File: src/rtl/bcd_digits_to_binary_pkg.sv
// bcd2bin_pkg: shared state encoding, digit limit and result-width sizing for bcd_digits_to_binary.
package bcd2bin_pkg;
  typedef enum logic [1:0] {IDLE, ACCUM, HOLD} state_e;
  localparam int BCD_MAX = 9;
  // Smallest width w with 10^ndig - 1 < 2^w.
  function automatic int min_bin_w(input int ndig);
    longint m;
    m = 1;
    for (int i = 0; i < ndig; i++) m = m * 10;
    return $clog2(m);
  endfunction
endpackage

File: src/rtl/bcd_digits_to_binary_if.sv
// bcd_digits_to_binary_if: digit input and binary result handshakes of the BCD-to-binary accumulator.
interface bcd_digits_to_binary_if #(parameter int BIN_W = 14);
  logic [3:0] digit_in;
  logic digit_valid;
  logic digit_last;
  logic digit_ready;
  logic [BIN_W-1:0] bin_out;
  logic bin_valid;
  logic bin_ready;
  logic err_digit;
  modport slave (input digit_in, digit_valid, digit_last, bin_ready,
                 output digit_ready, bin_out, bin_valid, err_digit);
  modport master (output digit_in, digit_valid, digit_last, bin_ready,
                  input digit_ready, bin_out, bin_valid, err_digit);
endinterface

File: src/rtl/bcd_digits_to_binary_mul10_add.sv
// mul10_add: combinational acc*10 + d as shift-add, truncated to BIN_W.
module mul10_add #(parameter int BIN_W = 14) (
  input  logic [BIN_W-1:0] acc_i,
  input  logic [3:0]       d_i,
  output logic [BIN_W-1:0] sum_o
);
  assign sum_o = (acc_i << 3) + (acc_i << 1) + BIN_W'(d_i);
endmodule

File: src/rtl/bcd_digits_to_binary.sv
// bcd_digits_to_binary: serial MSD-first BCD digit accumulator with valid/ready result port.
// Define BCD2BIN_ERR_EN to flag digits 10-15 (sticky err_digit, counted as 0).
module bcd_digits_to_binary
  import bcd2bin_pkg::*;
#(
  parameter int NDIG  = 4,
  parameter int BIN_W = 14
) (
  input logic clock,
  input logic reset_b,
  bcd_digits_to_binary_if.slave bus
);
  localparam int CNT_W = $clog2(NDIG + 1);
  if (BIN_W < min_bin_w(NDIG)) begin : g_width_check
    $error("BIN_W too small to hold NDIG decimal digits");
  end
  state_e state_q, state_d;
  logic [BIN_W-1:0] acc_q, acc_d, acc_next, bin_q, bin_d;
  logic [CNT_W-1:0] cnt_q, cnt_d;
  logic [3:0] d;
  logic frame_end;
`ifdef BCD2BIN_ERR_EN
  logic err_q, err_d, bad;
  assign bad = bus.digit_in > 4'(BCD_MAX);
  assign d = bad ? 4'd0 : bus.digit_in;
  assign err_d = state_q == HOLD ? (bus.bin_ready ? 1'b0 : err_q)
                                 : (bus.digit_valid ? (err_q | bad) : err_q);
  always_ff @(posedge clock or negedge reset_b)
    if (!reset_b) err_q <= 1'b0;
    else err_q <= err_d;
  assign bus.err_digit = err_q;
`else
  assign d = bus.digit_in;
  assign bus.err_digit = 1'b0;
`endif
  mul10_add #(.BIN_W(BIN_W)) u_mul10_add (.acc_i(acc_q), .d_i(d), .sum_o(acc_next));
  assign frame_end = bus.digit_last || cnt_q == CNT_W'(NDIG - 1);
  always_comb begin
    state_d = state_q;
    acc_d   = acc_q;
    cnt_d   = cnt_q;
    bin_d   = bin_q;
    if (state_q == HOLD) begin
      if (bus.bin_ready) begin
        state_d = IDLE;
        acc_d   = '0;
        cnt_d   = '0;
      end
    end else if (bus.digit_valid) begin
      acc_d   = acc_next;
      cnt_d   = cnt_q + 1'b1;
      state_d = frame_end ? HOLD : ACCUM;
      bin_d   = frame_end ? acc_next : bin_q;
    end
  end
  always_ff @(posedge clock or negedge reset_b)
    if (!reset_b) begin
      state_q <= IDLE;
      acc_q   <= '0;
      cnt_q   <= '0;
      bin_q   <= '0;
    end else begin
      state_q <= state_d;
      acc_q   <= acc_d;
      cnt_q   <= cnt_d;
      bin_q   <= bin_d;
    end
  assign bus.digit_ready = state_q != HOLD;
  assign bus.bin_valid   = state_q == HOLD;
  assign bus.bin_out     = bin_q;
endmodule

File: src/flat_wrapper.sv
// flat-port wrapper written by rule: the top's interface ports become plain ports
module bcd_digits_to_binary_flat import bcd2bin_pkg::*;
#(
  parameter int NDIG  = 4,
  parameter int BIN_W = 14
)
  (clock, reset_b, bus_digit_in, bus_digit_valid, bus_digit_last, bus_bin_ready, bus_digit_ready, bus_bin_out, bus_bin_valid, bus_err_digit);
  bcd_digits_to_binary_if #(.BIN_W(BIN_W)) bus_i ();
  input logic clock;
  input logic reset_b;
  input wire logic [$bits(bus_i.digit_in)-1:0] bus_digit_in;
  input wire logic [$bits(bus_i.digit_valid)-1:0] bus_digit_valid;
  input wire logic [$bits(bus_i.digit_last)-1:0] bus_digit_last;
  input wire logic [$bits(bus_i.bin_ready)-1:0] bus_bin_ready;
  output wire logic [$bits(bus_i.digit_ready)-1:0] bus_digit_ready;
  output wire logic [$bits(bus_i.bin_out)-1:0] bus_bin_out;
  output wire logic [$bits(bus_i.bin_valid)-1:0] bus_bin_valid;
  output wire logic [$bits(bus_i.err_digit)-1:0] bus_err_digit;
  assign bus_i.digit_in = bus_digit_in;
  assign bus_i.digit_valid = bus_digit_valid;
  assign bus_i.digit_last = bus_digit_last;
  assign bus_i.bin_ready = bus_bin_ready;
  assign bus_digit_ready = bus_i.digit_ready;
  assign bus_bin_out = bus_i.bin_out;
  assign bus_bin_valid = bus_i.bin_valid;
  assign bus_err_digit = bus_i.err_digit;
  bcd_digits_to_binary #(.NDIG(NDIG), .BIN_W(BIN_W)) u_core (.clock(clock), .reset_b(reset_b), .bus(bus_i));
endmodule
File: config.mk
export PLATFORM = sky130hd
export DESIGN_NAME = bcd_digits_to_binary_flat
export DESIGN_NICKNAME = d
export VERILOG_FILES = /design/src/rtl/bcd_digits_to_binary_pkg.sv /design/src/rtl/bcd_digits_to_binary_if.sv /design/src/rtl/bcd_digits_to_binary_mul10_add.sv /design/src/rtl/bcd_digits_to_binary.sv /design/src/flat_wrapper.sv
export SDC_FILE = /design/constraint.sdc
export NUM_CORES = 1
export LEC_CHECK = 0
export CAP_MARGIN = 20
export CORE_UTILIZATION = 60
export CTS_BUF_LIST = sky130_fd_sc_hd__clkbuf_4
export DETAILED_ROUTE_END_ITERATION = 8
export PLACE_DENSITY = 0.86
export SYNTH_ARGS = -nofsm -noshare
export SYNTH_HDL_FRONTEND = slang
export SYNTH_HIERARCHICAL = 1
export SYNTH_SLANG_ARGS = --single-unit
File: constraint.sdc
create_clock -name clock -period 4.2 [get_ports clock]
set_input_delay 0.63 -clock clock [delete_from_list [all_inputs] [get_ports clock]]
set_output_delay 0.63 -clock clock [all_outputs]
set_load 0.005 [all_outputs]
==> results.json, run 1 <==
{
  "min_period_ns": 2.970,
  "cp-startpoint": "bus_digit_in[3]",
  "dr.pass1.iters": 4,
  "busiest_layer": "met2",
  "grt_util_met2": 0.3788,
  "reg2regPathDepth": 10,
  "routedWlPerCell_um": 16.25,
  "grtUsageMet1": 0.3059,
  "nets": 214,
  "cts_made_buffers": 5,
  "reg2reg_to": "u_core/bus.bin_out[12]",
  "critPathSlowestCell": "fa_1",
  "rows": 20,
  "syn_inst": 155,
  "initial_core_util": 0.6375,
  "yosysWarnings": 6,
  "dp_hpwl_um": 2649,
  "num-fill-cells": 237,
  "reg2reg_from": "u_core/acc_q[0]",
  "cts_tree": "built",
  "track_usage": 0.2337,
  "worstPathArrival_ns": 3.19,
  "die_x_um": 59.42,
  "setup_tns_ns": 0,
  "io_pins": 26,
  "clk_latency_ns": 0.33,
  "cts-resized-gates": 0,
  "place_inst": 216,
  "cts_root_buf": "clkbuf_4",
  "clock_path_buffers": 2,
  "netlist_area_um2": 1978,
  "path_delay_family": "adder cells",
  "crit_path_end": "u_core/bus.bin_out[12]",
  "p_leak_nw": 1.096,
  "core_area_um2": 3103,
  "wirelength_um": 3624,
  "area_growth_pct": 13.22,
  "crit_path_max_fanout": 2,
  "avgSynthCellArea_um2": 12.76,
  "ctsHoldBuffers": 0,
  "powerDensity_nw_per_um2": 872.4,
  "slew_headroom": 0.5439,
  "clock_sinks": 32,
  "timing.reg2reg.setup_slack_ns": 1.48,
  "grt_pass1_wl_um": 5961,
  "drc": 0,
  "grtUsageMet3": 0.05459,
  "worstPathRequired_ns": 4.42,
  "antenna_found_initial": 0,
  "period_share": 0.7072,
  "status": "complete, no violations",
  "via_per_inst": 5.771,
  "start_kind": "input pin",
  "drtIter0Drc": 59,
  "post-route-util": 0.7218,
  "num_vias": 1287,
  "hold_viol_final": 0,
  "diodes": 0,
  "cp_num_buf_inv": 3,
  "ant_nets": 0,
  "syn_nets": 190,
  "layout-drive-gt1-share": 0.1564,
  "grt_pass1_vias": 1245,
  "die_y_um": 59.42,
  "max_freq_ghz": 0.3367,
  "slew_violations": 0,
  "worst_pin_slew_ns": 0.6809,
  "maxCapViolations": 0,
  "crit_chain": "clkdlybuf4s50_1, inv_1, fa_1, inv_1, fa_1, a21o_1, nand4_1, nand3_1, a211oi_1, xnor2_1, mux2_4",
  "gp_congestion": 0.9761,
  "fin_skew_ns": 0.01348,
  "path_class": "input pin to flop",
  "port-buffer-count": 24,
  "hold_ws_ns": 0.4954,
  "finalNonFillerCells": 223,
  "cpPeakStageDelay_ns": 0.47,
  "die-area_um2": 3531,
  "end_kind": "flop",
  "max-vdd-ir-drop_uv": 520.7,
  "setup_violations": 0,
  "htree_num_levels": 2,
  "overflow": 0,
  "postCtsSetupRepairBufs": 0,
  "grt_max_degree": 33,
  "cts.clk_slew.worst_paths_ns": 0.10,
  "cp.depth": 11,
  "worstHoldPathType": "flop to flop",
  "rsz0062_at_grt": "no"
}
## state kept, by name, summed over array words and instances, names as in the netlist
signal,count
u_core/bus.bin_out,14
u_core/acc_q,13
u_core/cnt_q,3
u_core/state_q,2
## final cells by class
type / instances / area (µm²) / area share
inverter: 10 / 37.54 / 0.01676
sequential: 32 / 800.8 / 0.3575
clock inverter: 2 / 7.507 / 0.003352
timing repair buffer: 25 / 247.7 / 0.1106
tap: 44 / 55.05 / 0.02458
multi-input combinational: 105 / 1054 / 0.4704
clock buffer: 5 / 37.54 / 0.01676
## worst min path at each step
stage	startpoint	endpoint	cells after the start
6_report	u_core/state_q[0]	u_core/state_q[0]	1
5_1_grt	u_core/bus.bin_out[11]	u_core/bus.bin_out[11]	1
4_1_cts	u_core/state_q[0]	u_core/state_q[0]	1
3_5_place_dp	u_core/state_q[0]	u_core/state_q[0]	1
3_3_place_gp	u_core/state_q[0]	u_core/state_q[0]	1
2_1_floorplan	reset_b	u_core/acc_q[0]	0
## placed cells by master (no fill, tap or decap)
cell type         n
o21ai_0           2
clkinv_1          2
a21bo_1           1
nor2_1            1
o211ai_2          1
o211ai_4          1
mux2i_4           1
nand4_1           1
a211o_1           1
and2_4            1
xnor2_1           6
ha_1             24
o21a_1            1
clkbuf_4          5
nand2b_4          1
nand3_2           1
mux2_2            7
nand2_1           1
a31oi_1           3
a21boi_0          1
o21ai_1           1
a22o_1           15
and4_1            1
nand3_1           5
nand2b_1          1
fa_1              2
conb_1            1
a21o_1            1
clkdlybuf4s50_1  24
o2111ai_2         1
xor2_1            5
a21oi_1           7
a211oi_1          1
o21bai_1          1
inv_1            10
buf_4             1
mux2_4            8
dfrtp_1          32
## report_power, final
group	switching (mW)	leakage [nW]	total, mW	internal, mW
combinational	0.597	0.680	1.24	0.644
clock	0.0972	0.0261	0.156	0.0583
sequential	0.101	0.389	0.557	0.457
total	0.794	1.10	1.95	1.16
## layer usage
metal | share of wire | up-vias | routed length [µm]
met5 | 0 | - | 0
met4 | 0.013 | 0 | 46
met3 | 0.037 | 5 | 133
met2 | 0.51 | 30 | 1836
met1 | 0.44 | 638 | 1609
li1 | - | 614 | -
## stage by stage
| stage | setup slack, ns | cell area (µm²) | power (mW) |
|---|---|---|---|
| floorplan | 1.487 | 1978 | 1.466 |
| global placement | 0.9454 | 2195 | 1.727 |
| detailed placement | 0.9015 | 2195 | 1.795 |
| CTS | 1.251 | 2240 | 1.960 |
| global route | 1.194 | 2240 | 2.110 |
| finish | 1.230 | 2240 | 1.954 |
No activity file was read; power rests on OpenSTA's default activity.
==> run 2, diff against run 1 <==
--- a/config.mk
+++ b/config.mk
@@ -6,10 +6,10 @@
 export NUM_CORES = 1
 export LEC_CHECK = 0
 export CAP_MARGIN = 20
-export CORE_UTILIZATION = 60
+export CORE_UTILIZATION = 57
 export CTS_BUF_LIST = sky130_fd_sc_hd__clkbuf_4
 export DETAILED_ROUTE_END_ITERATION = 8
-export PLACE_DENSITY = 0.86
+export PLACE_DENSITY = 0.82
 export SYNTH_ARGS = -nofsm -noshare
 export SYNTH_HDL_FRONTEND = slang
 export SYNTH_HIERARCHICAL = 1
==> constraint.sdc (replaced) <==
create_clock -name clock -period 3 [get_ports clock]
set_input_delay 0.45 -clock clock [delete_from_list [all_inputs] [get_ports clock]]
set_output_delay 0.45 -clock clock [all_outputs]
set_load 0.005 [all_outputs]
==> run 2 against run 1 <==
  * Via count up 1.0%
  * Critical endpoint is now u_core/bus.bin_out[13]
  * Cell count up 2.7%
  * Non-clock buffer count up 3
  * Die area rose by 5.1%
==> results.json, run 2 (synthesis results as in run 1) <==
{
  "slew_headroom": 0.5463,
  "status": "complete, no violations",
  "clock_sinks": 32,
  "path_delay_family": "compound AO/OA/AOI/OAI gates",
  "ant_nets": 0,
  "pwr-share-clk": 0.089,
  "grt_pass1_vias": 1312,
  "cts-resized-gates": 0,
  "core_area_um2": 3337,
  "end_kind": "flop",
  "clk_latency_ns": 0.34,
  "critPathSlowestCell": "fa_1",
  "ctsHoldBuffers": 0,
  "port-buffer-count": 24,
  "rsz0062_at_grt": "no",
  "worstPathArrival_ns": 3.03,
  "initial_core_util": 0.5928,
  "p_leak_nw": 1.119,
  "dr.pass1.iters": 4,
  "p_sw_mw": 1.118,
  "grtUsageMet3": 0.07463,
  "swShare": 0.3997,
  "min_period_ns": 2.800,
  "worst_pin_slew_ns": 0.6773,
  "cts.clk_slew.worst_paths_ns": 0.09,
  "rows": 21,
  "grt_pass1_wl_um": 6127,
  "cp_num_buf_inv": 3,
  "drc": 0,
  "htree_num_levels": 2,
  "start_kind": "input pin",
  "layout_commonest_cell": "dfrtp_1",
  "hold_viol_final": 0,
  "clock_path_buffers": 2,
  "diodes": 0,
  "grtUsageMet1": 0.2838,
  "slew_violations": 0,
  "die_x_um": 60.91,
  "path_class": "input pin to flop",
  "worstPathRequired_ns": 3.23,
  "crit_top_cell": "inv_1",
  "period_share": 0.9333,
  "gp_congestion": 0.9680,
  "crit_path_max_fanout": 3,
  "fin_skew_ns": 0.008425,
  "cts_tree": "built",
  "worstHoldPathType": "input pin to async pin",
  "overflow": 0,
  "p_comb_frac": 0.632,
  "max-vdd-ir-drop_uv": 785.7,
  "drtIter0Drc": 32,
  "cpPeakStageDelay_ns": 0.47,
  "cts_made_buffers": 5,
  "setup_tns_ns": 0,
  "dp_hpwl_um": 2731,
  "mostFrequentLayoutCells": "dfrtp_1 (32), clkdlybuf4s50_1 (24), ha_1 (24), a22o_1 (15), inv_1 (10)",
  "nets": 217,
  "max_freq_ghz": 0.3572,
  "setup_violations": 0,
  "num_vias": 1300,
  "grt_util_met2": 0.3893,
  "busiest_layer": "met2",
  "die_y_um": 60.91,
  "die-area_um2": 3710,
  "intPower_mw": 1.680,
  "via_per_inst": 5.677,
  "maxCapViolations": 0,
  "antenna_found_initial": 0,
  "powerDensity_nw_per_um2": 1229,
  "io_pins": 26,
  "layout-drive-gt1-share": 0.1803,
  "routedWlPerCell_um": 16.32,
  "grt_max_degree": 33,
  "p_total_mw": 2.798,
  "crit_chain": "clkdlybuf4s50_1, inv_1, fa_1, inv_1, ha_1, a21oi_1, o211ai_2, o2111ai_2, a31oi_1, xnor2_1, mux2_4",
  "cts_root_buf": "clkbuf_4",
  "largest_register_ffs": 14,
  "track_usage": 0.2350,
  "postCtsSetupRepairBufs": 0,
  "wirelength_um": 3737,
  "area_growth_pct": 15.05,
  "seqPwrFrac": 0.279
}
run 2: changes by cell type in the layout (fill, tap and decap cells not counted):
cell and change:
clkbuf_4 +2, buf_4 +3, clkinv_1 -1
run 2: worst paths after layout:
check                                  startpoint                     end  slack, ns  depth (start not counted)
max in group asynchronous                 reset_b         u_core/acc_q[3]       2.20                          2
worst max register to register    u_core/acc_q[0]  u_core/bus.bin_out[13]       0.27                         10
worst max-delay path              bus_digit_in[3]  u_core/bus.bin_out[13]       0.20                         11
worst min register to register  u_core/state_q[0]       u_core/state_q[0]       0.50                          1
worst min-delay path                      reset_b       u_core/state_q[1]       0.50                          2
min in group clock              u_core/state_q[0]       u_core/state_q[0]       0.50                          1
run 2: metrics by stage:
stage                     hold WS (ns)  utilization  worst slack, ns  area, µm²  instances
after floorplan                 0.1544            -           0.4667       1978        155
after CTS                       0.5067       0.6820           0.2108       2276        229
after detailed placement        0.4851       0.6652          -0.1451       2220        221
final                           0.5025       0.6820           0.2002       2276        229
after global placement          0.4753       0.6652         -0.03315       2220        221
after global routing            0.5287       0.6820          0.09101       2276        229
run 2: layer usage:
layer,vias to the layer above,wire length (µm),share of wire
met3,7,154,0.041
met5,-,0,0
met2,41,1890,0.51
li1,621,-,-
met1,631,1611,0.43
met4,0,80,0.021
run 2: layout make-up:
| class | instances | area (µm²) |
|---|---|---|
| fillers | 255 | 1061 |
| multi-input cells | 105 | 1054 |
| flip-flops and latches | 32 | 800.8 |
| repair buffers | 28 | 270.3 |
| well taps | 46 | 57.56 |
| clock buffers | 7 | 52.55 |
| inverters | 10 | 37.54 |
| clock inverters | 1 | 3.754 |
run 2: power groups by stage:
stage | registers [mW] | clock network, mW | logic, mW
3_3_place_gp | 0.781 | 0 | 1.67
6_report | 0.781 | 0.248 | 1.77
4_1_cts | 0.782 | 0.257 | 1.77
2_1_floorplan | 0.764 | 0 | 1.29
5_1_grt | 0.808 | 0.279 | 1.96
3_5_place_dp | 0.789 | 0 | 1.76
==> run 3, diff against run 2 <==
--- a/config.mk
+++ b/config.mk
@@ -6,10 +6,10 @@
 export NUM_CORES = 1
 export LEC_CHECK = 0
 export CAP_MARGIN = 20
-export CORE_UTILIZATION = 57
+export CORE_UTILIZATION = 40
 export CTS_BUF_LIST = sky130_fd_sc_hd__clkbuf_4
+export CTS_CLUSTER_DIAMETER = 150
 export DETAILED_ROUTE_END_ITERATION = 8
-export PLACE_DENSITY = 0.82
 export SYNTH_ARGS = -nofsm -noshare
 export SYNTH_HDL_FRONTEND = slang
 export SYNTH_HIERARCHICAL = 1
==> run 3 against run 2 <==
  * Via count fell by 3.5%
  * Count of clock-buffer cells in the layout fell by 2
  * Global-route usage fell by 7.4 points
  * Maximum frequency rose by 0.32%
  * Hold slack got worse by 0.0084 ns
  * Largest power group unchanged
  * Die area rose by 41%
  * Sequential cell count did not move
  * Clock skew rose by 0.0012 ns
  * Largest cell class unchanged
  * Critical path depth did not move
  * Sequential power barely moved
  * Non-clock buffer count fell by 1
==> results.json, run 3 (synthesis results as in run 1) <==
{
  "status": "complete, no violations",
  "routedWlPerCell_um": 14.68,
  "cpPeakStageDelay_ns": 0.48,
  "mostFrequentLayoutCells": "dfrtp_1 (32), clkdlybuf4s50_1 (24), ha_1 (24), a22o_1 (15), inv_1 (10)",
  "slew_violations": 0,
  "crit_chain": "clkdlybuf4s50_1, inv_1, fa_1, inv_1, fa_1, a21o_1, nand4_1, nand3_1, a211oi_1, xnor2_1, mux2_4",
  "worst_pin_slew_ns": 0.6866,
  "cts_root_buf": "clkbuf_4",
  "htree_num_levels": 2,
  "wirelength_um": 3655,
  "via_per_inst": 5.040,
  "pwr-share-clk": 0.115,
  "max_freq_ghz": 0.3583,
  "port-buffer-count": 24,
  "drc": 0,
  "dr.pass1.iters": 4,
  "grt_pass1_vias": 1374,
  "die_x_um": 72.33,
  "postCtsSetupRepairBufs": 0,
  "maxCapViolations": 0,
  "track_usage": 0.1610,
  "core_area_um2": 4755,
  "dp_hpwl_um": 2655,
  "rsz0062_at_grt": "no",
  "setup_tns_ns": 0,
  "p_comb_frac": 0.611,
  "layout-drive-gt1-share": 0.1813,
  "drt-met1-wl_um": 1775,
  "die-area_um2": 5231,
  "clk_latency_ns": 0.34,
  "layout_commonest_cell": "dfrtp_1",
  "cts.clk_slew.worst_paths_ns": 0.11,
  "overflow": 0,
  "diodes": 0,
  "clock_sinks": 32,
  "io_pins": 26,
  "rows": 25,
  "hold_viol_final": 0,
  "p_sw_mw": 1.110,
  "worstPathArrival_ns": 3.03,
  "period_share": 0.9303,
  "setup_violations": 0,
  "ctsHoldBuffers": 0,
  "grt_pass1_wl_um": 6375,
  "top_layer": "met4",
  "num_vias": 1255,
  "intPower_mw": 1.736,
  "largest_register_ffs": 14,
  "p_leak_nw": 1.121,
  "critPathSlowestCell": "fa_1",
  "crit_path_max_fanout": 2,
  "powerDensity_nw_per_um2": 1228,
  "nets": 216,
  "initial_core_util": 0.4161,
  "cts_tree": "built",
  "drtIter0Drc": 27,
  "fin_skew_ns": 0.009663,
  "max-vdd-ir-drop_uv": 487.1,
  "ant_nets": 0,
  "worstPathRequired_ns": 3.24,
  "path_class": "input pin to flop",
  "num-fill-cells": 449,
  "seqPwrFrac": 0.274,
  "gp_congestion": 0.8165,
  "antenna_found_initial": 0,
  "cts_made_buffers": 5,
  "reg2regPathDepth": 10,
  "grt_max_degree": 33,
  "end_kind": "flop",
  "area_growth_pct": 17.20,
  "hold_ws_ns": 0.4942,
  "clock_path_buffers": 2,
  "worstHoldPathType": "input pin to async pin",
  "min_period_ns": 2.791,
  "swShare": 0.3899,
  "slew_headroom": 0.5401,
  "post-route-util": 0.4876,
  "start_kind": "input pin",
  "wl_met2_um": 1712,
  "wl_met3_um": 109,
  "die_y_um": 72.33,
  "cts-resized-gates": 0
}
## run 3: cell count changes in the layout (fill, tap and decap cells not counted), sizes merged
| cell | before | now |
|---|---|---|
| clkbuf | 7 | 5 |
| buf | 4 | 3 |
| bufinv | 0 | 1 |
| clkinvlp | 0 | 1 |
## run 3: area by class of cell
cell class,count,area (µm²),share of cell area
Multi-Input combinational cell,105,1054,0.4544
Sequential cell,32,800.8,0.3454
Timing Repair Buffer,27,262.8,0.1133
Tap cell,67,83.83,0.03616
Clock inverter,3,42.54,0.01835
Clock buffer,5,37.54,0.01619
Inverter,10,37.54,0.01619
## run 3: per-layer routing
layer  vias to the layer above  track usage
met1                       615       0.2120
li1                        614            -
met4                         0      0.06536
met3                         5      0.03889
met2                        21       0.2544
met5                         -            0
## run 3: critical path: cells and delay by family
kind / cells / cell delay, ns
fa+ha+maj: 2 / 0.95
compound gates: 2 / 0.46
simple gates: 2 / 0.19
mux: 1 / 0.27
xor+xnor: 1 / 0.12
buf+inv: 3 / 0.57
## run 3: through the flow
stage	setup WS (ns)	power, mW	area, µm²	cells
3_5_place_dp	-0.1270	2.528	2238	241
6_report	0.2091	2.846	2318	249
5_1_grt	0.1243	3.105	2318	249
4_1_cts	0.2465	2.878	2318	249
3_3_place_gp	-0.07735	2.496	2238	241
2_1_floorplan	0.4667	2.053	1978	155
## run 3: worst paths after layout
path / slack [ns] / startpoint / to
max: 0.21 / bus_digit_in[3] / u_core/bus.bin_out[12]
max reg2reg: 0.28 / u_core/acc_q[0] / u_core/bus.bin_out[12]
min: 0.49 / reset_b / u_core/bus.bin_out[0]
min in group clock: 0.50 / u_core/state_q[0] / u_core/state_q[0]
min reg2reg: 0.50 / u_core/state_q[0] / u_core/state_q[0]
max in group asynchronous: 2.20 / reset_b / u_core/bus.bin_out[7]
## run 3: power groups by stage
| stage | registers [mW] | logic, mW | clock network [mW] |
|---|---|---|---|
| 3_3_place_gp | 0.784 | 1.71 | 0 |
| 2_1_floorplan | 0.764 | 1.29 | 0 |
| 3_5_place_dp | 0.788 | 1.74 | 0 |
| 6_report | 0.780 | 1.74 | 0.328 |
| 4_1_cts | 0.780 | 1.75 | 0.346 |
| 5_1_grt | 0.812 | 1.93 | 0.361 |
